<file path="src/rtl/regfile_wr_arbiter_if.sv">
// Writeback request bundle for the two requesters (A = ALU, B = load) that
// share the register file write port.
interface regfile_wr_arbiter_if #(
    parameter int AW = 5,
    parameter int DW = 32
);
    logic          a_valid;
    logic          a_ready;
    logic [AW-1:0] a_addr;
    logic [DW-1:0] a_data;
    logic          b_valid;
    logic          b_ready;
    logic [AW-1:0] b_addr;
    logic [DW-1:0] b_data;

    modport master (
        output a_valid, a_addr, a_data, b_valid, b_addr, b_data,
        input  a_ready, b_ready
    );

    modport slave (
        input  a_valid, a_addr, a_data, b_valid, b_addr, b_data,
        output a_ready, b_ready
    );
endinterface

</file>
<file path="src/rtl/regfile_wr_arbiter.sv">
// Round-robin arbiter for the register file write port, with read pass-through.
// Define REGFILE_WR_ARBITER_BYPASS_EN to forward the in-flight write to the read ports.
module regfile_wr_arbiter #(
    parameter int AW = 5,
    parameter int DW = 32,
    parameter int CW = 16
) (
    input  logic                 clk,
    input  logic                 rst,
    regfile_wr_arbiter_if.slave  wr,
    output logic                 rf_we,
    output logic [AW-1:0]        rf_waddr,
    output logic [DW-1:0]        rf_wdata,
    input  logic [AW-1:0]        rd_addr1,
    input  logic [AW-1:0]        rd_addr2,
    output logic [AW-1:0]        rf_raddr1,
    output logic [AW-1:0]        rf_raddr2,
    input  logic [DW-1:0]        rf_rdata1,
    input  logic [DW-1:0]        rf_rdata2,
    output logic [DW-1:0]        rd_data1,
    output logic [DW-1:0]        rd_data2,
    output logic [CW-1:0]        conflict_cnt
);
    localparam logic [CW-1:0] CNT_MAX = {CW{1'b1}};

    logic          rf_we_reg;
    logic [AW-1:0] rf_waddr_reg;
    logic [DW-1:0] rf_wdata_reg;
    logic [CW-1:0] cnt_reg;
    logic          last_b_reg;   // 1: B won the last transfer, so A wins the next tie

    logic grant_a;
    logic grant_b;
    logic xfer_a;
    logic xfer_b;
    logic conflict;

    assign conflict = wr.a_valid && wr.b_valid;
    assign grant_a  = wr.a_valid && (!wr.b_valid || last_b_reg);
    assign grant_b  = wr.b_valid && (!wr.a_valid || !last_b_reg);

    assign wr.a_ready = grant_a && !rst;
    assign wr.b_ready = grant_b && !rst;

    assign xfer_a = wr.a_valid && wr.a_ready;
    assign xfer_b = wr.b_valid && wr.b_ready;

    always_ff @(posedge clk) begin
        if (rst) begin
            rf_we_reg    <= 1'b0;
            rf_waddr_reg <= '0;
            rf_wdata_reg <= '0;
            cnt_reg      <= '0;
            last_b_reg   <= 1'b1;
        end else begin
            // Register 0 is hardwired: the handshake completes but no write is issued.
            if (xfer_a) begin
                rf_we_reg    <= (wr.a_addr != '0);
                rf_waddr_reg <= wr.a_addr;
                rf_wdata_reg <= wr.a_data;
                last_b_reg   <= 1'b0;
            end else if (xfer_b) begin
                rf_we_reg    <= (wr.b_addr != '0);
                rf_waddr_reg <= wr.b_addr;
                rf_wdata_reg <= wr.b_data;
                last_b_reg   <= 1'b1;
            end else begin
                rf_we_reg    <= 1'b0;
            end

            if (conflict && (cnt_reg != CNT_MAX)) begin
                cnt_reg <= cnt_reg + 1'b1;
            end
        end
    end

    assign rf_we        = rf_we_reg;
    assign rf_waddr     = rf_waddr_reg;
    assign rf_wdata     = rf_wdata_reg;
    assign conflict_cnt = cnt_reg;

    assign rf_raddr1 = rd_addr1;
    assign rf_raddr2 = rd_addr2;

    logic [AW-1:0] rd_addr_arr  [2];
    logic [DW-1:0] rf_rdata_arr [2];
    logic [DW-1:0] rd_data_arr  [2];

    assign rd_addr_arr[0]  = rd_addr1;
    assign rd_addr_arr[1]  = rd_addr2;
    assign rf_rdata_arr[0] = rf_rdata1;
    assign rf_rdata_arr[1] = rf_rdata2;

    genvar gi;
    generate
        for (gi = 0; gi < 2; gi++) begin : g_rd
`ifdef REGFILE_WR_ARBITER_BYPASS_EN
            assign rd_data_arr[gi] = (rf_we_reg && (rf_waddr_reg != '0) &&
                                      (rd_addr_arr[gi] == rf_waddr_reg))
                                     ? rf_wdata_reg : rf_rdata_arr[gi];
`else
            logic [AW-1:0] addr_unused;
            assign addr_unused     = rd_addr_arr[gi];
            assign rd_data_arr[gi] = rf_rdata_arr[gi];
`endif
        end
    endgenerate

    assign rd_data1 = rd_data_arr[0];
    assign rd_data2 = rd_data_arr[1];
endmodule

</file>
<file path="src/flat_wrapper.sv">
// flat-port wrapper written by rule: the top's interface ports become plain ports
module regfile_wr_arbiter_flat 
#(
    parameter int AW = 5,
    parameter int DW = 32,
    parameter int CW = 16
)
  (clk, rst, rf_we, rf_waddr, rf_wdata, rd_addr1, rd_addr2, rf_raddr1, rf_raddr2, rf_rdata1, rf_rdata2, rd_data1, rd_data2, conflict_cnt, wr_a_valid, wr_a_addr, wr_a_data, wr_b_valid, wr_b_addr, wr_b_data, wr_a_ready, wr_b_ready);
  regfile_wr_arbiter_if #(.AW(AW), .DW(DW)) wr_i ();
  input  logic clk;
  input  logic rst;
  output logic rf_we;
  output logic [AW-1:0] rf_waddr;
  output logic [DW-1:0] rf_wdata;
  input  logic [AW-1:0] rd_addr1;
  input  logic [AW-1:0] rd_addr2;
  output logic [AW-1:0] rf_raddr1;
  output logic [AW-1:0] rf_raddr2;
  input  logic [DW-1:0] rf_rdata1;
  input  logic [DW-1:0] rf_rdata2;
  output logic [DW-1:0] rd_data1;
  output logic [DW-1:0] rd_data2;
  output logic [CW-1:0] conflict_cnt;
  input wire logic [$bits(wr_i.a_valid)-1:0] wr_a_valid;
  input wire logic [$bits(wr_i.a_addr)-1:0] wr_a_addr;
  input wire logic [$bits(wr_i.a_data)-1:0] wr_a_data;
  input wire logic [$bits(wr_i.b_valid)-1:0] wr_b_valid;
  input wire logic [$bits(wr_i.b_addr)-1:0] wr_b_addr;
  input wire logic [$bits(wr_i.b_data)-1:0] wr_b_data;
  output wire logic [$bits(wr_i.a_ready)-1:0] wr_a_ready;
  output wire logic [$bits(wr_i.b_ready)-1:0] wr_b_ready;
  assign wr_i.a_valid = wr_a_valid;
  assign wr_i.a_addr = wr_a_addr;
  assign wr_i.a_data = wr_a_data;
  assign wr_i.b_valid = wr_b_valid;
  assign wr_i.b_addr = wr_b_addr;
  assign wr_i.b_data = wr_b_data;
  assign wr_a_ready = wr_i.a_ready;
  assign wr_b_ready = wr_i.b_ready;
  regfile_wr_arbiter #(.AW(AW), .DW(DW), .CW(CW)) u_core (.clk(clk), .rst(rst), .wr(wr_i), .rf_we(rf_we), .rf_waddr(rf_waddr), .rf_wdata(rf_wdata), .rd_addr1(rd_addr1), .rd_addr2(rd_addr2), .rf_raddr1(rf_raddr1), .rf_raddr2(rf_raddr2), .rf_rdata1(rf_rdata1), .rf_rdata2(rf_rdata2), .rd_data1(rd_data1), .rd_data2(rd_data2), .conflict_cnt(conflict_cnt));
endmodule
</file>
<file path="config.mk">
export PLATFORM = sky130hd
export DESIGN_NAME = regfile_wr_arbiter_flat
export DESIGN_NICKNAME = d
export VERILOG_FILES = /design/src/rtl/regfile_wr_arbiter_if.sv /design/src/rtl/regfile_wr_arbiter.sv /design/src/flat_wrapper.sv
export SDC_FILE = /design/constraint.sdc
export NUM_CORES = 1
export LEC_CHECK = 0
export CORE_AREA = 2 2 108 110
export DETAILED_ROUTE_END_ITERATION = 10
export DIE_AREA = 0 0 110 112
export PLACE_DENSITY = 0.74
export SKIP_LAST_GASP = 1
export SLEW_MARGIN = 20
export SYNTH_ARGS = -nofsm -noshare
export SYNTH_HDL_FRONTEND = slang
export SYNTH_SLANG_ARGS = --single-unit
</file>
<file path="constraint.sdc">
create_clock -name clk -period 2.3 [get_ports clk]
set_clock_uncertainty 0.1 [all_clocks]
set_input_delay 0.345 -clock clk [delete_from_list [all_inputs] [get_ports clk]]
set_output_delay 0.345 -clock clk [all_outputs]
set_load 0.01 [all_outputs]
</file>
==> results by group, run 1 <==
Finish
  – N_diodes: 0
  – Area Overhead vs Synth: 34.8%
  – Fillcell total: 1,109
  – Final core utilization: 0.377
  – Share of cells above drive strength 1: 0.0720
  – Max reg flops: 32
  – Fin nets: 555
  – Final instance area: 4220 um^2

STA
  – Slew HR: 0.587
  – Slew @ Worst Pin: 0.619 ns
  – Hold_ws: 0.363 ns
  – Peak Freq: 498 MHz
  – Slew Viols, Final: 0
  – Final hold violation count: 0
  – Setup violators final: 0
  – RSZ-0062 raised after global routing: false
  – Post-Route Setup TNS: 0 ns
  – Fin crit share: 0.873
  – Min cycle time layout: 2.01 ns

CTS
  – Sink Count: 55
  – CTS Buffer Depth: 2
  – Worst skew pair latency: 0.29 ns
  – Clk pin slew, worst setup/hold paths: 0.07 ns
  – CTS H-tree lvls: 2
  – CTS tree: done
  – Post-cts hold buffer count: 0
  – Root Buffer: clkbuf_16
  – CTS Buf Count: 5
  – Post-CTS Setup Bufs: 0
  – PostCTS Resize Cnt: 0

Logic synthesis
  – Top_reg_cell synth: dfxtp_1
  – Top cell type by total area after synthesis: dfxtp_1
  – Synth warnings: 0
  – Main combinational cell family by area after synthesis: buffers and inverters
  – Mapped Avg Cell Area: 9.04 um^2
  – Area of the mapped netlist: 3130 um^2
  – Yosys top cell area share: 0.352
  – Adder-cell share of the synthesized area: 0.00400
  – Ys async rst share: 0
  – Unique masters post-synth: 44
  – Top-count cell post-synth: buf_4
  – Simple-gate area share of the yosys netlist: 0.150
  – Sequential element share of the synthesized area: 0.352
  – Synth Area in XOR/XNOR: 0.00560
  – Mux share of post-synthesis cell area: 0.109
  – Top cells by area, synth: dfxtp_1, buf_4, mux2i_1
  – Syn_nets: 499
  – Most frequent cells after synthesis: buf_4, dfxtp_1, nor2_1
  – Synth Area in Compound Gates: 0.162
  – Register bit count reported by yosys: 55
  – Cells after Synth: 346
  – EDFF count, synth: 0

Critical path
  – Worst path arrival time: 1.56 ns
  – Critical path required time: 1.86 ns
  – Buf/Inv on CP: 2
  – Slowest-stage cell, CP: clkdlybuf4s50_1
  – Crit start category: flip-flop
  – R2r setup slk: 0.38 ns
  – CP peak stage delay: 0.54 ns
  – Crit end category: primary output
  – Critical path class: flip-flop to primary output
  – CP top delay family: buffers and inverters
  – Crit-path max FO: 3
  – Cell chain of the critical path: nand2b_1 > nand3b_1 > inv_1 > clkdlybuf4s50_1

Die
  – Initial core utilization: 0.280
  – Die X: 110 um
  – I/O pin total: 282
  – Core Region: 11,200 um^2
  – Die area: 12,300 um^2
  – Die Ht: 112 um
  – Row cnt: 39

Worst hold path
  – Hold crit path type: flip-flop to flip-flop

Placement
  – Buffers on Ports: 133
  – Gpl congestion: 0.746
  – DP Area: 4050 um^2
  – Hpwl dp: 6070 um

Run status
  – Status: completed

Routing
  – Remaining DRCs: 0
  – Drt first pass iters: 4
  – Routed wire per std cell: 14.7 um
  – DR vias/cell: 4.84
  – Via count: 2,645
  – Post-Route WL: 8020 um
  – Post-route ant nets: 0
  – Initial detailed-routing violation count: 106

Pwr
  – VDD IR max: 257 uV
  – P_leak: 0.00147 uW
  – Pwr/cell area: 549 nW/um^2

Global route
  – Initial antenna violation count: 0
  – Largest net degree at the start of global routing: 63
  – Vias in the first global route: 2,651
  – Total grt overflow: 0
  – Wire length of the first global-routing pass: 12,500 um
  – GR Util All Layers: 0.128

Flow run
  – Max-cap violation count: 0
## metrics by stage
| step | setup slack, ns | power (uW) | cells |
|---|---|---|---|
| 2_1_floorplan | 0.457 | 1370 | 346 |
| 3_3_place_gp | 0.0213 | 1520 | 538 |
| 3_5_place_dp | -0.100 | 1530 | 538 |
| 4_1_cts | 0.0395 | 2360 | 546 |
| 5_1_grt | 0.241 | 2440 | 546 |
| 6_report | 0.291 | 2320 | 546 |
## cell type report
| type | count | area, um^2 | area share |
|---|---|---|---|
| timing repair buffer | 142 | 1410 | 0.335 |
| multi-input combinational | 194 | 1350 | 0.320 |
| sequential | 55 | 1100 | 0.261 |
| tap | 143 | 179 | 0.0424 |
| clock buffer | 7 | 153 | 0.0362 |
| inverter | 4 | 15.0 | 0.00356 |
| clock inverter | 1 | 7.51 | 0.00178 |
## power breakdown
part / switching (uW) / internal (uW)
logic: 174 / 285
clock network: 348 / 464
registers: 33.2 / 1010
total: 556 / 1760
## routing by layer
metal	wire length (um)	global-route usage	vias to the layer above
li1	-	-	1271
met1	3200	0.145	1210
met2	3780	0.208	132
met3	790	0.0492	32
met4	250	0.0591	0
met5	0	0	-
## cells in the final DEF, fill, tap and decap left out, types with 2 or more instances in the layout
cell type,synthesis,routed
a211oi_1,32,32
a21oi_1,18,18
a22oi_1,5,5
and4_1,2,2
buf_4,78,8
clkbuf_16,0,5
clkbuf_8,0,2
clkdlybuf4s50_1,0,130
dfxtp_1,55,55
dlymetal6s2s_1,0,2
inv_1,4,4
mux2i_1,33,33
nand2_1,9,9
nand2b_1,2,2
nand3_1,4,4
nand4_1,4,4
nor2_1,36,36
o211ai_1,2,2
o21ai_0,9,9
o31ai_1,5,5
or3_1,6,6
or4_1,6,6
## path summary, 6_finish.rpt
check,cells past startpoint,to,startpoint
worst max register to register,4,u_core.conflict_cnt[15],u_core.conflict_cnt[7]
worst max-delay path,4,wr_a_ready,u_core.last_b_reg
worst min-delay path,2,u_core.rf_waddr[2],u_core.rf_waddr[2]
worst min register to register,2,u_core.rf_waddr[2],u_core.rf_waddr[2]
## worst register-to-register path: stages, from the launching register on
cell and delay (ns):
dfxtp_1 0.53, and4_2 0.30, nand4_1 0.15, nor4_1 0.37, mux2_1 0.36
## kinds of logic (layout without fill, tap and decap cells)
| kind of cell | Yosys count | count (layout) |
|---|---|---|
| buffers and inverters | 97 | 154 |
| AND/OR/NAND/NOR | 83 | 83 |
| AO/OA/AOI/OAI | 74 | 74 |
| flip-flops | 55 | 55 |
| multiplexers | 34 | 34 |
| XOR/XNOR | 2 | 2 |
| adder cells (fa/ha/maj) | 1 | 1 |
No activity file was read; power rests on OpenSTA's default activity.
==> run 2, diff against run 1 <==
--- a/config.mk
+++ b/config.mk
@@ -5,9 +5,9 @@
 export SDC_FILE = /design/constraint.sdc
 export NUM_CORES = 1
 export LEC_CHECK = 0
-export CORE_AREA = 2 2 108 110
+export CORE_AREA = 3 3 109 111
 export DETAILED_ROUTE_END_ITERATION = 10
-export DIE_AREA = 0 0 110 112
+export DIE_AREA = 0 0 112 114
 export PLACE_DENSITY = 0.74
 export SKIP_LAST_GASP = 1
 export SLEW_MARGIN = 20
==> results by group, run 2 (synthesis results as in run 1) <==
Routing
  – Initial detailed-routing violation count: 157
  – Routed wire per std cell: 15.5 um
  – Via count: 2,686
  – Post-route ant nets: 0
  – Post-Route WL: 8430 um
  – Drt first pass iters: 4
  – DR vias/cell: 4.93
  – Remaining DRCs: 0

Critical path
  – CP peak stage delay: 0.59 ns
  – Crit-path max FO: 4
  – Worst flop-to-flop path startpoint: u_core.conflict_cnt[0]
  – Most used cell, CP: clkdlybuf4s50_1
  – Cell chain of the critical path: clkdlybuf4s50_1 > nand2_1 > and3b_2 > clkdlybuf4s50_1
  – Critical Path Start: wr_a_valid
  – FF-to-FF path depth: 6
  – Critical path class: input pin to primary output
  – Slowest-stage cell, CP: clkdlybuf4s50_1
  – Crit end category: primary output
  – Critical path required time: 1.86 ns
  – Worst path arrival time: 1.75 ns
  – Crit start category: input pin

Pwr
  – Reg power frac: 0.512
  – Part of the power in the clock network: 0.262
  – Pwr/cell area: 493 nW/um^2
  – Logic gate share of total power: 0.226
  – Psw: 531 uW
  – VDD IR max: 249 uV
  – Switch share: 0.260
  – Internal Power: 1510 uW
  – P_leak: 0.00142 uW

Finish
  – Area Overhead vs Synth: 32.2%
  – Commonest non-fill, non-tap cell in the layout: clkdlybuf4s50_1
  – Non-Filler Instances: 545
  – Final core utilization: 0.380
  – Max reg flops: 32
  – N_diodes: 0
  – Share of cells above drive strength 1: 0.0741
  – Fin nets: 557
  – Commonest non-fill, non-tap cells in the layout: clkdlybuf4s50_1, dfxtp_1, nor2_1

Placement
  – Buffers on Ports: 133
  – Gpl congestion: 0.793
  – Hpwl dp: 6250 um
  – Post-Place Cells: 537

CTS
  – Clk pin slew, worst setup/hold paths: 0.10 ns
  – Post-cts hold buffer count: 0
  – PostCTS Resize Cnt: 0
  – Post-CTS Setup Bufs: 0
  – Sink Count: 55
  – Root Buffer: clkbuf_8
  – CTS tree: done
  – Worst skew pair latency: 0.30 ns
  – CTS Buffer Depth: 2
  – CTS H-tree lvls: 2
  – CTS Buf Count: 5

Die
  – Core Region: 10,900 um^2
  – Row cnt: 38
  – Initial core utilization: 0.287
  – Die Ht: 114 um
  – Die area: 12,800 um^2
  – Die X: 112 um
  – I/O pin total: 282

STA
  – Setup violators final: 0
  – Slew HR: 0.583
  – Slew Viols, Final: 0
  – Fin crit share: 0.955
  – Min cycle time layout: 2.20 ns
  – RSZ-0062 raised after global routing: false
  – Peak Freq: 455 MHz
  – Final hold violation count: 0
  – Slew @ Worst Pin: 0.625 ns

Worst hold path
  – Hold crit path type: flip-flop to flip-flop
  – Hold depth: 2
  – HP Start: u_core.rf_waddr[2]

Global route
  – GR Util All Layers: 0.127
  – Wire length of the first global-routing pass: 13,400 um
  – Total grt overflow: 0
  – Largest net degree at the start of global routing: 65
  – Vias in the first global route: 2,766
  – Initial antenna violation count: 0

Flow run
  – Max-cap violation count: 0

Run status
  – Status: completed
## run 2: cell types whose count changed in the layout (fill, tap and decap cells not counted), sizes merged
cell	delta
buf	+2
clkdlybuf4s50	+2
clkinv	+1
clkbuf	-1
dlymetal6s2s	-2
## run 2: power groups by stage
stage / clock, uW / sequential, uW / combinational (uW)
detailed placement: 0 / 1060 / 464
finish: 535 / 1040 / 460
CTS: 568 / 1040 / 466
global placement: 0 / 1060 / 454
floorplan: 0 / 1090 / 285
global route: 608 / 1050 / 495
## run 2: critical path, delay by kind of cell
| kind | cells | cell delay, ns |
|---|---|---|
| buf+inv | 2 | 1.07 |
| simple gates | 2 | 0.33 |
## run 2: per-layer routing
metal | up-vias | routed length (um) | part of all wire | track usage
li1 | 1273 | - | - | -
met1 | 1235 | 3270 | 0.39 | 0.139
met2 | 136 | 4130 | 0.49 | 0.217
met3 | 42 | 775 | 0.092 | 0.0488
met4 | 0 | 261 | 0.031 | 0.0625
met5 | - | 0 | 0 | 0
## run 2: final timing paths
check / slack (ns) / endpoint
min: 0.37 / u_core.rf_waddr[2]
max: 0.10 / wr_b_ready
max reg2reg: 0.35 / u_core.conflict_cnt[1]
min reg2reg: 0.37 / u_core.rf_waddr[2]
## run 2: layout make-up
class	count	area [um^2]
Clock inverter	2	12.5
Fill cell	1097	6750
Tap cell	140	175
Timing Repair Buffer	144	1410
Multi-Input combinational cell	194	1350
Sequential cell	55	1100
Inverter	4	15.0
Clock buffer	6	72.6
## run 2: stage by stage
stage	cell area [um^2]	power (uW)	setup slack, ns	hold WS, ns	setup TNS, ns
after global routing	4130	2160	0.0314	0.383	0
final	4130	2040	0.104	0.369	0
after floorplan	3130	1370	0.457	0.372	0
after global placement	4050	1520	0.0658	0.348	0
after CTS	4130	2080	0.0897	0.375	0
after detailed placement	4050	1530	-0.0728	0.356	-0.292
==> patch: new RTL, settings of run 2 <==
Reset style: asynchronous (`rst`), changed in one clocked block.
--- a/src/rtl/regfile_wr_arbiter.sv
+++ b/src/rtl/regfile_wr_arbiter.sv
@@ -45,7 +45,7 @@
     assign xfer_a = wr.a_valid && wr.a_ready;
     assign xfer_b = wr.b_valid && wr.b_ready;
 
-    always_ff @(posedge clk) begin
+    always_ff @(posedge clk or posedge rst) begin
         if (rst) begin
             rf_we_reg    <= 1'b0;
             rf_waddr_reg <= '0;
Behaviour: differs if rst is asserted again (counterexample within 4 cycles, from zero or initial values and one cycle with rst high); with rst held inactive, the same outputs for 10 cycles.
==> patch against run 2 <==
  * Cell area rose by 3.3%
  * Area after synthesis is 1.3% higher
  * Count of clock-buffer cells in the layout rose by 1
  * Critical endpoint unchanged
  * Synthesized cell count is 7.8% lower
  * Routed wire length decreased by 1.7%
  * Worst setup slack improved by 0.12 ns
  * Power is 33% higher
  * Sequential cell count stayed put
  * Critical path depth unchanged
==> patch: results (changes against run 2) <==
Clocking
  • Clk root buf: clkbuf_8
  • Clock tree buffer depth: 2 (unchanged)
  • Cts bufs inserted: 5 (unchanged)
  • Clk slew on worst S/H paths: 0.09 ns
  • Cts repair resizes: 0 (unchanged)
  • Post-CTS setup buffers: 0 (unchanged)
  • Latest clock arrival within the worst-skew pair: 0.31 ns
  • H-tree depth: 2 (unchanged)

Place
  • IO buf count: 133 (unchanged)
  • Dpl cells: 516 (-3.9%)
  • Post-DP Area: 4174 sq um (+3.1%)
  • Post-DP HPWL: 6585 um (+5.3%)
  • Final Wtd Congestion: 0.8055 (+1.5%)

Layout
  • NumNets Final: 536 (-3.8%)
  • Max reg flops: 32 (unchanged)
  • Share of cells above drive strength 1: 0.07292 (-0.001157)

Global routing
  • Global-route wire length before repair: 12650 um (-5.6%)
  • M2 GR Usage: 0.2122 (-0.004796)
  • Gr usage total: 0.1241 (-0.003227)
  • Vias in the first global route: 2450 (-11%)
  • Pin count of the biggest net entering global routing: 55 (-15%)
  • GR met3 Demand/Resource: 0.03873 (-0.01008)
  • Initial antenna violation count: 0 (unchanged)
  • Met1 Usage GRT: 0.1415 (+0.002014)

Hold path
  • HP Class: reg -> reg

Synthesis
  • Syn Area/Cell: 9.931 sq um (+9.9%)
  • Count of cell types in the netlist: 39 (-11%)
  • Asr flop ratio synth: 1.000 (+1.000)
  • Synth warn: 0 (unchanged)
  • Post-synth top cells: buf_4, dfrtp_1, nand2_1
  • Seq/Total Area, Yosys: 0.4348 (+0.08283)
  • Largest cells by area after synthesis: dfrtp_1, buf_4, mux2i_1, nand2_1, o21ai_0
  • Post-synthesis xor/xnor area fraction: 0.02488 (+0.01928)
  • Net count after synthesis: 472 (-5.4%)
  • Synth Area in Adders: 0.003949 (-0.00005055)
  • Post-synthesis mux area share: 0.1126 (+0.003359)
  • Main synth FF type: dfrtp_1
  • Post-synthesis compound-gate area fraction: 0.1039 (-0.05773)

Routing
  • WL met1: 3242 um (-0.70%)
  • Pre-antenna DRT Iters: 4 (unchanged)
  • DR WL/cell: 15.82 um (+2.3%)
  • DRT iter0 DRCs: 100 (-36%)
  • Via density: 4.592 (-6.8%)
  • Met3 WL: 679 um (-12%)
  • Highest metal used: met4
  • Post-Route WL: 8288 um (-1.7%)
  • Met2 WL: 4124 um (about the same)

Worst setup path
  • Top delay family on crit path: buffers and inverters
  • Critical Path Fanout Max: 4 (unchanged)
  • Slowest-stage cell, CP: clkdlybuf4s50_1
  • CP peak stage delay: 0.54 ns (-0.05 ns)
  • Worst Path Arrival: 1.63 ns (-0.12 ns)

Power and ir drop
  • Pleak: 0.001961 uW (+38%)
  • Peak supply drop: 0.4461 mV (+79%)
  • Sw Ratio: 0.3045 (+0.04402)

STA
  • Worst-margin pin slew: 0.5136 ns (-0.1112 ns)

Run status
  • Status: finished clean

Die
  • Core area: 10890 sq um (unchanged)
-- patch: final cells by class --
cell class / instances / area (sq um)
fillers: 1103 / 6616
repair buffers: 143 / 1434
flip-flops and latches: 55 / 1378
multi-input cells: 171 / 1162
well taps: 140 / 175.2
clock buffers: 7 / 86.33
inverters: 7 / 27.53
clock inverters: 1 / 8.758
-- patch: power groups by stage --
stage	clock network, uW	registers, uW	logic (uW)
floorplan	0	1340	410
global placement	0	1290	862
detailed placement	0	1290	880
CTS	607	1280	882
global route	650	1300	939
finish	572	1270	863
-- patch: worst reg2reg max path: stages (launching register included) --
cell and delay, ns:
dfrtp_1 0.42, ha_1 0.27, nand3_1 0.16, or2_1 0.32
o311ai_1 0.31, xnor2_1 0.17
-- patch: path summary, 6_finish.rpt --
check                                       startpoint  cells after the start  slack, ns                      to
worst max-delay path                        wr_a_valid                      4       0.23              wr_b_ready
worst min-delay path               u_core.rf_wdata[12]                      2       0.38     u_core.rf_wdata[12]
worst max register to register  u_core.conflict_cnt[0]                      5       0.47  u_core.conflict_cnt[5]
worst min register to register     u_core.rf_wdata[12]                      2       0.38     u_core.rf_wdata[12]
max in group asynchronous                          rst                      5       0.87      u_core.rf_wdata[4]
min in group asynchronous                          rst                      4       0.56  u_core.conflict_cnt[1]
-- patch: stage by stage --
stage | setup WS (ns) | utilization | total power, uW | hold WS, ns
floorplan | 0.2200 | - | 1748 | 0.2693
global placement | 0.1679 | 0.3834 | 2153 | 0.3654
detailed placement | 0.1187 | 0.3834 | 2174 | 0.3711
CTS | 0.06401 | 0.3921 | 2767 | 0.3951
global route | 0.1688 | 0.3923 | 2892 | 0.4079
finish | 0.2268 | 0.3923 | 2709 | 0.3843
